[config.mk]
export PLATFORM = sky130hd
export DESIGN_NAME = move_input_encoder_flat
export DESIGN_NICKNAME = d
export VERILOG_FILES = /design/src/rtl/memgame_pkg.sv /design/src/rtl/move_input_encoder_if.sv /design/src/rtl/button_debouncer.sv /design/src/rtl/move_input_encoder.sv /design/src/flat_wrapper.sv
export SDC_FILE = /design/constraint.sdc
export NUM_CORES = 1
export LEC_CHECK = 0
export CAP_MARGIN = 15
export CORE_UTILIZATION = 55
export CTS_BUF_LIST = sky130_fd_sc_hd__clkbuf_8
export DETAILED_ROUTE_END_ITERATION = 10
export GPL_ROUTABILITY_DRIVEN = 0
export HOLD_SLACK_MARGIN = 0.05
export PLACE_DENSITY = 0.84
export SLEW_MARGIN = 10
export SYNTH_ARGS = -nofsm -noshare
export SYNTH_HDL_FRONTEND = slang
export SYNTH_SLANG_ARGS = --single-unit
[constraint.sdc]
create_clock -name clk -period 1.4 [get_ports clk]
set_input_delay 0.28 -clock clk [delete_from_list [all_inputs] [get_ports clk]]
set_output_delay 0.28 -clock clk [all_outputs]
set_load 0.03 [all_outputs]
[src/rtl/memgame_pkg.sv]
// memgame_pkg: move codes and small helpers shared by the move encoder and the game FSM.
// Rev 1.0
`default_nettype none

package memgame_pkg;

  typedef logic [1:0] move_t;
  typedef logic [2:0] state_t;

  localparam move_t MOVE_NONE = 2'b00;
  localparam move_t MOVE_A    = 2'b01;
  localparam move_t MOVE_B    = 2'b10;
  localparam move_t MOVE_C    = 2'b11;

  // A has priority over B, B over C
  function automatic move_t lowest_move(input state_t mask);
    if (mask[0]) return MOVE_A;
    if (mask[1]) return MOVE_B;
    if (mask[2]) return MOVE_C;
    return MOVE_NONE;
  endfunction

  function automatic state_t move_mask(input move_t m);
    case (m)
      MOVE_A:  return 3'b001;
      MOVE_B:  return 3'b010;
      MOVE_C:  return 3'b100;
      default: return 3'b000;
    endcase
  endfunction

endpackage

`default_nettype wire

[src/rtl/move_input_encoder_if.sv]
// move_input_encoder_if: button/enable inputs and move/status outputs of the move encoder.
// Rev 1.0
`default_nettype none

interface move_input_encoder_if;
  import memgame_pkg::*;

  logic [2:0] btn;
  logic       en;
  move_t      x;
  logic [2:0] btn_level;
  state_t     pending;

  modport master (
    output btn,
    output en,
    input  x,
    input  btn_level,
    input  pending
  );

  modport slave (
    input  btn,
    input  en,
    output x,
    output btn_level,
    output pending
  );

endinterface

`default_nettype wire

[src/rtl/button_debouncer.sv]
// button_debouncer: synchroniser + stable-count debouncer with a same-edge rising-accept pulse.
// Rev 1.0
`default_nettype none

module button_debouncer #(
  parameter int N_SYNC          = 2,
  parameter int DEBOUNCE_CYCLES = 16
) (
  input  wire logic clk,
  input  wire logic rst,
  input  wire logic raw,
  output logic      level,
  output logic      rise_pulse
);

  localparam int CW = (DEBOUNCE_CYCLES > 1) ? $clog2(DEBOUNCE_CYCLES) : 1;
  localparam logic [CW-1:0] CNT_MAX = CW'(DEBOUNCE_CYCLES - 1);

  logic [N_SYNC-1:0] sync;
  logic [CW-1:0]     cnt;
  logic              s;
  logic              accept;

  assign s = sync[N_SYNC-1];

  // rise_pulse is combinational so the top can queue the press on the accepting edge
  assign accept     = (s != level) && (cnt == CNT_MAX);
  assign rise_pulse = accept && s;

  always_ff @(posedge clk or negedge rst) begin
    if (!rst) begin
      sync  <= '0;
      cnt   <= '0;
      level <= 1'b0;
    end else begin
      sync <= {sync[N_SYNC-2:0], raw};
      if (s == level) begin
        cnt <= '0;
      end else if (accept) begin
        level <= s;
        cnt   <= '0;
      end else begin
        cnt <= cnt + 1'b1;
      end
    end
  end

endmodule

`default_nettype wire

[src/rtl/move_input_encoder.sv]
// move_input_encoder: debounces three buttons, queues presses and drains them one move per cycle.
// Rev 1.0
`default_nettype none

module move_input_encoder
  import memgame_pkg::*;
#(
  parameter int N_SYNC          = 2,
  parameter int DEBOUNCE_CYCLES = 16
) (
  input  wire logic            clk,
  input  wire logic            rst,
  move_input_encoder_if.slave  bus
);

  logic [2:0] level;
  logic [2:0] rise;
  state_t     pend;
  move_t      x_reg;
  move_t      drain_code;
  state_t     drain_clr;

  for (genvar i = 0; i < 3; i++) begin : g_btn
    button_debouncer #(
      .N_SYNC          (N_SYNC),
      .DEBOUNCE_CYCLES (DEBOUNCE_CYCLES)
    ) u_db (
      .clk        (clk),
      .rst        (rst),
      .raw        (bus.btn[i]),
      .level      (level[i]),
      .rise_pulse (rise[i])
    );
  end

  assign drain_code = lowest_move(pend);
  assign drain_clr  = move_mask(drain_code);

  // New events are OR-ed in after the clear so a same-cycle set of the drained bit survives
  always_ff @(posedge clk or negedge rst) begin
    if (!rst) begin
      pend  <= '0;
      x_reg <= MOVE_NONE;
    end else if (!bus.en) begin
      pend  <= '0;
      x_reg <= MOVE_NONE;
    end else begin
      pend  <= (pend & ~drain_clr) | rise;
      x_reg <= drain_code;
    end
  end

  assign bus.x         = x_reg;
  assign bus.btn_level = level;
  assign bus.pending   = pend;

endmodule

`default_nettype wire

[src/flat_wrapper.sv]
// flat-port wrapper written by rule: the top's interface ports become plain ports
module move_input_encoder_flat import memgame_pkg::*;
#(
  parameter int N_SYNC          = 2,
  parameter int DEBOUNCE_CYCLES = 16
)
  (clk, rst, bus_btn, bus_en, bus_x, bus_btn_level, bus_pending);
  move_input_encoder_if bus_i ();
  input  wire logic clk;
  input  wire logic rst;
  input wire logic [$bits(bus_i.btn)-1:0] bus_btn;
  input wire logic [$bits(bus_i.en)-1:0] bus_en;
  output wire logic [$bits(bus_i.x)-1:0] bus_x;
  output wire logic [$bits(bus_i.btn_level)-1:0] bus_btn_level;
  output wire logic [$bits(bus_i.pending)-1:0] bus_pending;
  assign bus_i.btn = bus_btn;
  assign bus_i.en = bus_en;
  assign bus_x = bus_i.x;
  assign bus_btn_level = bus_i.btn_level;
  assign bus_pending = bus_i.pending;
  move_input_encoder #(.N_SYNC(N_SYNC), .DEBOUNCE_CYCLES(DEBOUNCE_CYCLES)) u_core (.clk(clk), .rst(rst), .bus(bus_i));
endmodule
==> reports/metrics.yaml <==
status: "finished clean"
synth-seq-cells: 26
ys_seq_area_share_pct: 63.49
cts_num_sinks: 26
crit_start: "u_core.g_btn[2].u_db.cnt[0]"
crit_chain: "ha_2 -> nand3_2 -> or3b_1 -> a21boi_1"
syn-cell-area_sq_um: 1025
cp_data_required_time_ns: 1.59
regArea_sq_um: 650.6
drive_gt1_share_pct: 13.13
use_met3_pct: 3.600
initial_core_util_pct: 58.71
reg2reg_depth: 4
rows: 15
fin_setup_tns_ns: 0
synth_top_area_share_pct: 63.49
holdPathStages: 0
rrSetupSlack_ns: 0.06
num_vias: 641
drv_cap: 0
yosysWarnings: 0
setup_viol: 0
power_density_nw_per_um2: 1077
hold_start: "u_core.g_btn[1].u_db.sync[0]"
r2r_start: "u_core.g_btn[2].u_db.cnt[0]"
report.final.slew_viol_count: 0
cts_buffers: 3
hold_viol_final: 0
fin_nets: 109
critPathMaxStageDelay_ns: 0.40
n_fill_cell: 124
root_buffer: "clkbuf_8"
io_buffers: 13
power_mw: 1.345
htree_levels: 1
drc: 0
grt_pass1_vias: 595
rsz0062_at_grt: "false"
crit_type: "register to register"
busiest_layer: "met2"
use_met1_pct: 22.25
fin_crit_ns: 1.337
fp.dieH_um: 45.17
overflow: 0
dieArea_sq_um: 2040
drtIter0Drc: 10
synth.avg_cell_area_sq_um: 12.81
largest_register_ffs: 12
crit_family: "simple AND/OR/NAND/NOR gates"
vdd_ir_drop_max_v: 0.0007139
fmax_mhz: 747.9
hpwl_mm: 1.088
skew_ns: 0.001963
ant_nets: 0
critical_path_depth: 4
wl_mm: 1.501
reg_top3: "u_core.g_btn.u_db.cnt: 12 flops, u_core.g_btn.u_db.sync: 6 flops"
syn_inst: 80
largest-register: "u_core.g_btn.u_db.cnt"
clkTransAtPathRegs_ns: 0.08
cp_max_fo: 4
slew_headroom_pct: 76.49
post-route-period-util_pct: 95.51
use_met2_pct: 27.54
drt_pass1_iterations: 4
worst_setup_path_start_kind: "register"
slowest_stage: "dfrtp_1"
critical_path_buf_inv_count: 0
stdcell_area_sq_um: 1249
worst_setup_path_end_kind: "register"
syn2layout_area_growth_pct: 21.86
synth_cell_types: 23
wl_per_cell_um: 12.10
synth_area_leaders: "dfrtp_1 (63%), xnor2_1 (5.1%), ha_1 (3.7%)"
die-width_um: 45.17
grt_pass1_wl_mm: 2.442
ctsHoldBuffers: 0
post_drt_via_cell_ratio: 5.169
clockBufferDepth: 2
whs_ns: 0.3567
leakagePower_nw: 0.5817
synthesis.nets: 89
postPlaceCellArea_sq_um: 1201
hold_class: "register to register"
timing_worst_slew_pin_value_ns: 0.3501
multi_input_comb_area_sq_um: 339.1
yosys.area.top_type: "dfrtp_1"
arrival_ns: 1.52
antenna_cells: 0
clk_latency_ns: 0.26
core_area_sq_um: 1745
track_usage_pct: 16.78
cts_tree: "done"
pin_count: 14
grt_max_degree: 27
antenna_found_initial: 0
[per-stage QoR]
step                      util [%]  cells  setup slack (ns)
after floorplan                  -     80            0.1652
after global placement       68.82    120           0.09652
after detailed placement     68.82    120           0.07942
after CTS                    71.40    124           0.03477
after global routing         71.54    124          0.002988
final                        71.54    124           0.06284
[worst paths after layout]
check                                               endpoint
worst max-delay path                   u_core.bus.pending[2]
worst min-delay path            u_core.g_btn[1].u_db.sync[1]
worst max register to register         u_core.bus.pending[2]
worst min register to register  u_core.g_btn[1].u_db.sync[1]
max in group asynchronous              u_core.bus.pending[1]
min in group asynchronous        u_core.g_btn[2].u_db.cnt[3]
[area by class of cell]
type	instances	share of cell area, %
Clock buffer	4	4.409
Multi-Input combinational cell	47	27.15
Sequential cell	26	52.10
Tap cell	25	2.505
Timing Repair Buffer	18	12.63
Inverter	4	1.202
[power by group]
part	switching, mW	total, mW	internal (mW)
registers	0.0276	0.808	0.780
clock network	0.203	0.453	0.250
logic	0.0399	0.0841	0.0442
[cells in the final DEF, fill, tap and decap left out]
cell type	Yosys	final
a21boi_1	1	1
nand2_1	1	1
buf_4	3	5
nor2b_1	5	5
ha_2	0	1
a311oi_1	1	1
nand4b_1	3	3
nand3_2	1	1
clkbuf_8	0	4
mux2_2	2	2
a32oi_1	1	1
nor3b_1	2	2
inv_1	4	4
clkdlybuf4s50_1	0	5
and3_1	1	1
nand3_1	1	1
nor3_1	1	1
dlygate4sd2_1	0	8
nor4bb_1	1	1
xnor2_1	6	6
dfrtp_1	26	26
o21a_1	1	1
a21oi_1	6	6
ha_1	3	2
o21ai_0	5	5
nor2_1	4	4
or3b_1	1	1
[cells by family after synthesis]
family,synth area share [%]
flip-flops,63.49
AO/OA/AOI/OAI,8.548
multiplexers,2.198
AND/OR/NAND/NOR,13.31
adder cells (fa/ha/maj),3.663
buffers and inverters,3.662
XOR/XNOR,5.128
[synth_stat cells, drive strengths merged]
cell / count
inv: 4
mux2: 2
nor2b: 5
nand4b: 3
ha: 3
nand3: 2
a21boi: 1
nor3: 1
buf: 3
xnor2: 6
dfrtp: 26
a311oi: 1
a21oi: 6
a32oi: 1
or3b: 1
nor2: 4
nand2: 1
and3: 1
o21ai: 5
nor4bb: 1
nor3b: 2
o21a: 1
[repair_timing]
action	in CTS	in global routing
endpoints found under the hold margin	0	0
setup endpoints to repair	8	1
gates resized for setup	8	1
buffers inserted	0	0
[per-layer routing]
layer / vias to the layer above / wire length [um]
met5: - / 0
met4: 0 / 10
met3: 2 / 50
met2: 16 / 712
met1: 309 / 727
li1: 314 / -
No activity file was read; power rests on OpenSTA's default activity.
